**config.mk**
```make
export PLATFORM = sky130hd
export DESIGN_NAME = fetch_unit
export DESIGN_NICKNAME = d
export VERILOG_FILES = /design/src/rtl/fetch_pkg.sv /design/src/rtl/fetch_unit_insn_fifo.sv /design/src/rtl/fetch_unit.sv
export SDC_FILE = /design/constraint.sdc
export NUM_CORES = 1
export LEC_CHECK = 0
export ABC_CLOCK_PERIOD_IN_PS = 18900
export CAP_MARGIN = 10
export CORE_ASPECT_RATIO = 0.7
export CORE_MARGIN = 4
export CORE_UTILIZATION = 45
export DETAILED_ROUTE_END_ITERATION = 16
export HOLD_SLACK_MARGIN = 0.12
export PLACE_DENSITY_LB_ADDON = 0.1
export SLEW_MARGIN = 0
export SYNTH_ARGS = -nofsm -noshare
export SYNTH_HDL_FRONTEND = slang
export SYNTH_SLANG_ARGS = --single-unit
```
**constraint.sdc**
```tcl
create_clock -name clock -period 18.9 [get_ports clock]
set_input_delay 2.835 -clock clock [delete_from_list [all_inputs] [get_ports clock]]
set_output_delay 2.835 -clock clock [all_outputs]
set_load 0.005 [all_outputs]
```
**src/rtl/fetch_pkg.sv**
```systemverilog
// Shared types and constants for the instruction fetch stage.
package fetch_pkg;

  typedef enum logic [1:0] {IDLE, REQ, BURST} fetch_state_t;

  localparam logic [1:0] SIZE_1  = 2'b00;
  localparam logic [1:0] SIZE_4  = 2'b01;
  localparam logic [1:0] SIZE_8  = 2'b10;
  localparam logic [1:0] SIZE_16 = 2'b11;

  localparam logic [31:0] PC_RESET_DEFAULT = 32'h8002_0000;

  localparam int WORD_BYTES = 4;
  localparam int ALIGN_BITS = 2;

  function automatic int burst_words(input logic [1:0] code);
    case (code)
      SIZE_1:  return 1;
      SIZE_4:  return 4;
      SIZE_8:  return 8;
      default: return 16;
    endcase
  endfunction

endpackage

```
**src/rtl/fetch_unit_insn_fifo.sv**
```systemverilog
// Instruction FIFO of {pc, insn}; the head lives in an output register that
// is refilled from storage (or bypassed from push) so back-to-back pops never bubble.
module insn_fifo #(
  parameter int WIDTH = 64,
  parameter int DEPTH = 8
) (
  input  logic                   clock,
  input  logic                   reset,
  input  logic                   push,
  input  logic                   pop,
  input  logic                   flush,
  input  logic [WIDTH-1:0]       push_data,
  output logic [WIDTH-1:0]       head,
  output logic                   head_valid,
  output logic [$clog2(DEPTH):0] count
);
  localparam int PW = $clog2(DEPTH);

  logic [WIDTH-1:0] mem [DEPTH];
  logic [PW-1:0]    wr_ptr, rd_ptr;
  logic [PW:0]      stor_count;
  logic             load, take, bypass, write;

  always_comb begin
    load   = !head_valid || pop;
    take   = load && (stor_count != '0);
    bypass = load && (stor_count == '0) && push;
    write  = push && !bypass;
  end

  assign count = stor_count + {{PW{1'b0}}, head_valid};

  always_ff @(posedge clock) begin
    if (write) mem[wr_ptr] <= push_data;
  end

  always_ff @(posedge clock) begin
    if (reset || flush) begin
      wr_ptr     <= '0;
      rd_ptr     <= '0;
      stor_count <= '0;
      head_valid <= 1'b0;
    end else begin
      if (write) wr_ptr <= wr_ptr + 1'b1;
      if (take)  rd_ptr <= rd_ptr + 1'b1;
      stor_count <= stor_count + {{PW{1'b0}}, write} - {{PW{1'b0}}, take};
      if (load) head_valid <= take || bypass;
    end
  end

  // Flush only drops validity; the last instruction stays visible on the output.
  always_ff @(posedge clock) begin
    if (reset) begin
      head <= '0;
    end else if (!flush) begin
      if (take)        head <= mem[rd_ptr];
      else if (bypass) head <= push_data;
    end
  end

endmodule

```
**src/rtl/fetch_unit.sv**
```systemverilog
// Instruction fetch stage: issues read bursts to main memory and queues the
// returned words for decode. Optional counters are built when FETCH_STATS_EN is defined.
module fetch_unit
  import fetch_pkg::*;
#(
  parameter int                    ADDR_WIDTH = 32,
  parameter int                    DATA_WIDTH = 32,
  parameter logic [ADDR_WIDTH-1:0] PC_RESET   = ADDR_WIDTH'(PC_RESET_DEFAULT),
  parameter logic [1:0]            BURST_CODE = SIZE_4,
  parameter int                    FIFO_DEPTH = 8
) (
  input  logic                  clock,
  input  logic                  reset,
  output logic [ADDR_WIDTH-1:0] mem_address,
  output logic [1:0]            mem_access_size,
  output logic                  mem_rw,
  output logic                  mem_enable,
  input  logic                  mem_busy,
  input  logic [DATA_WIDTH-1:0] mem_data,
  input  logic                  redirect,
  input  logic [ADDR_WIDTH-1:0] redirect_pc,
  output logic [DATA_WIDTH-1:0] insn,
  output logic [ADDR_WIDTH-1:0] insn_pc,
  output logic                  insn_valid,
  input  logic                  insn_ready
`ifdef FETCH_STATS_EN
  ,
  output logic [31:0]           stat_words,
  output logic [31:0]           stat_stalls
`endif
);
  localparam int N  = burst_words(BURST_CODE);
  localparam int CW = $clog2(FIFO_DEPTH) + 1;
  localparam int EW = ADDR_WIDTH + DATA_WIDTH;

  if (FIFO_DEPTH < N || (FIFO_DEPTH & (FIFO_DEPTH - 1)) != 0) begin : g_depth_check
    $error("fetch_unit: FIFO_DEPTH must be a power of two holding a full burst");
  end

  fetch_state_t          state, state_nx;
  logic [ADDR_WIDTH-1:0] fetch_pc, fetch_pc_nx, redirect_aligned, word_pc;
  logic [3:0]            word_cnt, word_cnt_nx;
  logic                  discard, discard_nx, push, pop;
  logic [CW-1:0]         count;
  logic [EW-1:0]         head;

  assign redirect_aligned = redirect_pc & ~ADDR_WIDTH'(WORD_BYTES - 1);
  assign word_pc          = fetch_pc + (ADDR_WIDTH'(word_cnt) << ALIGN_BITS);
  assign pop              = insn_valid & insn_ready;
  assign mem_address      = fetch_pc;
  assign mem_access_size  = BURST_CODE;
  assign mem_rw           = 1'b0;
  assign mem_enable       = (state == REQ);
  assign insn_pc          = head[EW-1:DATA_WIDTH];
  assign insn             = head[DATA_WIDTH-1:0];

  always_comb begin
    state_nx    = state;
    fetch_pc_nx = fetch_pc;
    word_cnt_nx = word_cnt;
    discard_nx  = discard;
    push        = 1'b0;
    case (state)
      IDLE: begin
        if (!redirect && !mem_busy && count <= CW'(FIFO_DEPTH - N)) state_nx = REQ;
      end
      REQ: begin
        // The strobe is already on the bus; a redirect here just poisons the burst.
        state_nx    = BURST;
        word_cnt_nx = '0;
        discard_nx  = redirect;
      end
      BURST: begin
        if (mem_busy) begin
          push = !discard && !redirect;
          if (word_cnt == 4'(N - 1)) begin
            state_nx   = IDLE;
            discard_nx = 1'b0;
            if (!discard && !redirect) fetch_pc_nx = fetch_pc + ADDR_WIDTH'(WORD_BYTES * N);
          end else begin
            word_cnt_nx = word_cnt + 4'd1;
            if (redirect) discard_nx = 1'b1;
          end
        end
      end
      default: state_nx = IDLE;
    endcase
    if (redirect) fetch_pc_nx = redirect_aligned;
  end

  always_ff @(posedge clock) begin
    if (reset) begin
      state    <= IDLE;
      fetch_pc <= PC_RESET;
      word_cnt <= '0;
      discard  <= 1'b0;
    end else begin
      state    <= state_nx;
      fetch_pc <= fetch_pc_nx;
      word_cnt <= word_cnt_nx;
      discard  <= discard_nx;
    end
  end

  insn_fifo #(
    .WIDTH (EW),
    .DEPTH (FIFO_DEPTH)
  ) u_fifo (
    .clock      (clock),
    .reset      (reset),
    .push       (push),
    .pop        (pop),
    .flush      (redirect),
    .push_data  ({word_pc, mem_data}),
    .head       (head),
    .head_valid (insn_valid),
    .count      (count)
  );

`ifdef FETCH_STATS_EN
  always_ff @(posedge clock) begin
    if (reset) begin
      stat_words  <= '0;
      stat_stalls <= '0;
    end else begin
      if (push)        stat_words  <= stat_words + 32'd1;
      if (!insn_valid) stat_stalls <= stat_stalls + 32'd1;
    end
  end
`endif

endmodule

```
==> impl_metrics.json <==
{
  "status": "complete, no violations",
  "syn_area_um2": 24800,
  "synth_top_family_by_area": "multiplexers",
  "num_rows": 71,
  "drt-initial-drc-count": 1124,
  "drive_gt1_share_pct": 16.5,
  "dr_total_vias": 13700,
  "cts_tree": "built",
  "total_power_uw": 3450,
  "pin_count": 170,
  "worstRegToRegCells": 7,
  "tns_ns": 0,
  "die_w_um": 289,
  "crit_buf_inv": 3,
  "grt_max_degree": 70,
  "grt_pass1_vias": 14100,
  "synth_seq_cells": 609,
  "synth.distinct_cells": 68,
  "ir_worst_vdd_mv": 0.0734,
  "drc": 0,
  "core_area_um2": 54100,
  "fillers": 4326,
  "min_to": "u_fifo.head[41]$_SDFFE_PP0P_",
  "synth_top_area_share_pct": 60.1,
  "min_period_over_period_pct": 33.4,
  "finalWirelength_um": 58800,
  "cts_setup_buffers": 0,
  "clk_latency_ns": 0.60,
  "placed_cells": 2308,
  "ant_nets": 0,
  "hold_start": "u_fifo.head[41]$_SDFFE_PP0P_",
  "h-tree-depth": 2,
  "layout_commonest_cell": "edfxtp_1",
  "cts_buffer_depth": 3,
  "final_cell_count_no_fill": 2414,
  "synthCells": 1491,
  "multi_input_area_um2": 7130,
  "yosys.area_share.simple_pct": 7.16,
  "synth_mux_area_share_pct": 14.0,
  "fmax_mhz": 158,
  "grt_use_total_pct": 20.0,
  "maxCapViolations": 0,
  "synthXorXnorAreaFrac_pct": 1.80,
  "critPathTopFamily": "simple AND/OR/NAND/NOR gates",
  "fin_area_um2": 28900,
  "syn_avg_cell_area_um2": 16.6,
  "period_needed_ns": 6.31,
  "drtPass1Iterations": 5,
  "cp_common_cell": "nand2_1",
  "cp_slowest_cell": "nor2_4",
  "diodes": 0,
  "end_kind": "flop",
  "place_congestion": 0.817,
  "p_leak_uw": 0.00914,
  "p_per_area_nw_per_um2": 119,
  "slew_headroom_pct": 31.6,
  "synthArstFlopShare_pct": 0,
  "dpl_cell_area_um2": 27000,
  "synth_area_leaders": "edfxtp_1 60%, mux4_2 11%, dfxtp_1 9.1%",
  "hold_violations": 0,
  "synth-edff-count": 496,
  "crit_path_max_incr_delay_ns": 0.76,
  "seq_area_frac_synth_pct": 69.2,
  "cts_buffers": 57,
  "clock-sinks": 609,
  "reg2reg_slack_ns": 14.78,
  "start_kind": "input pin",
  "hold-worst-slack_ns": 0.467,
  "drv_slew": 0,
  "hold_path_depth": 2,
  "via_per_inst": 5.69,
  "fin_nets": 1724,
  "synth_compound_area_share_pct": 4.40,
  "setup_viol": 0,
  "ctsResizeCount": 0,
  "die_h_um": 204,
  "routedWlPerCell_um": 24.4,
  "yosys_most_used_dff": "edfxtp_1",
  "worst_pin_slew_ns": 1.02,
  "area_growth_syn_to_layout_pct": 16.6,
  "initial_core_util_pct": 45.8,
  "cts_hold_buf": 0,
  "yosysWarnings": 0,
  "timing.rr.end": "u_fifo.head[3]$_SDFFE_PP0P_",
  "antenna_found_initial": 2,
  "dpl.hpwl_um": 32300,
  "grt_pass1_wl_um": 88800,
  "dieArea_um2": 59000,
  "arrival_ns": 6.54,
  "grt-ovfl-total": 0,
  "crit_required_ns": 19.13,
  "clk_pin_slew_worst_paths_ns": 0.06,
  "final_cell_mix": "496 x edfxtp_1, 159 x clkdlybuf4s50_1, 124 x mux4_2, 111 x nor2_1, 110 x dfxtp_1",
  "port_buffers": 160,
  "clock_skew_ns": 0.0156,
  "critPathMaxFanout": 40,
  "seq_area_um2": 17200,
  "synth_top_area_cell": "edfxtp_1",
  "synth_fa_ha_area_share_pct": 0.969,
  "criticalPathCategory": "in -> reg",
  "rsz0062_at_grt": "false",
  "cp_cell_sequence": "clkdlybuf4s50_1, nand4bb_1, a21oi_1, nand2_1, inv_1, nand2_1, nor2_4, buf_4",
  "cts_root_buf": "clkbuf_16",
  "hp-class": "reg -> reg"
}
-- worst reg2reg max path: stages (launching register included) --
cell      delay, ns
dfxtp_4        0.86
buf_4          0.87
buf_4          0.89
mux4_2         0.64
mux2i_1        0.14
nor2_1         0.05
a211oi_1       0.42
nor3_1         0.10
-- cell families after synthesis --
family | Yosys count
AOI/OAI and AO/OA | 157
xor gates and xnor gates | 51
adders and majority gates | 18
buffers and inverters | 117
DFF | 609
muxes | 192
other | 2
and+or+nand+nor | 345
-- worst max path at each step --
stage	cells after the start	startpoint	endpoint	slack, ns
final	8	mem_busy	u_fifo.mem[5][61]$_DFFE_PP_	12.59
after global routing	8	mem_busy	u_fifo.mem[5][58]$_DFFE_PP_	12.38
after detailed placement	8	mem_busy	u_fifo.mem[5][61]$_DFFE_PP_	11.93
after floorplan	6	mem_busy	u_fifo.mem[0][0]$_DFFE_PP_	8.91
after global placement	8	mem_busy	u_fifo.mem[5][61]$_DFFE_PP_	11.99
after CTS	8	mem_busy	u_fifo.mem[5][61]$_DFFE_PP_	12.56
-- per-stage QoR --
step	worst slack [ns]	utilization, %
after detailed placement	11.93	50.0
after CTS	12.56	53.5
after floorplan	8.91	-
after global placement	11.99	50.0
after global routing	12.38	53.5
final	12.59	53.5
-- layout make-up --
class | instances | share of cell area [%]
clock inverters | 30 | 1.15
inverters | 14 | 0.182
clock buffers | 76 | 5.32
repair buffers | 185 | 6.18
flip-flops and latches | 609 | 59.4
well taps | 730 | 3.16
multi-input cells | 770 | 24.7
-- registers in the layout, indices dropped and copies added (netlist names), named ones only --
| register | count |
|---|---|
| discard | 1 |
| mem_address | 30 |
| word_cnt | 4 |
| u_fifo.stor_count | 4 |
| u_fifo.rd_ptr | 3 |
| u_fifo.mem | 496 |
| u_fifo.head | 62 |
| state | 2 |
| u_fifo.head_valid | 1 |
| u_fifo.wr_ptr | 3 |
-- synth_stat cells, drive strengths merged (3+ instances only) --
library cell	count
a21o	20
nand4	19
a311oi	5
mux2i	65
a21oi	23
nor3b	4
o21ai	24
clkbuf	47
buf	54
nand3	18
mux2	3
nor2b	4
nand2b	5
nor3	61
or2	8
edfxtp	496
ha	16
mux4	124
nor2	114
nor4	14
o21a	4
o211ai	4
a211oi	54
nand3b	20
nand2	53
dfxtp	113
or3	7
a21boi	3
nor4b	3
and4	4
o311ai	6
xor2	25
o22a	3
and3	3
inv	14
xnor2	26
-- power breakdown --
part           switching, µW  total (µW)  internal (µW)
Combinational            385         716            331
Sequential              69.7        1570           1500
Clock                    490        1160            667
-- routing by layer --
metal | share of wire, % | global-route usage, % | vias up
li1 | - | - | 6168
met1 | 46 | 29.9 | 7151
met2 | 47 | 31.4 | 326
met3 | 5.5 | 3.18 | 77
met4 | 1.7 | 4.33 | 4
met5 | 0.058 | 0 | -
No activity file was read; power rests on OpenSTA's default activity.
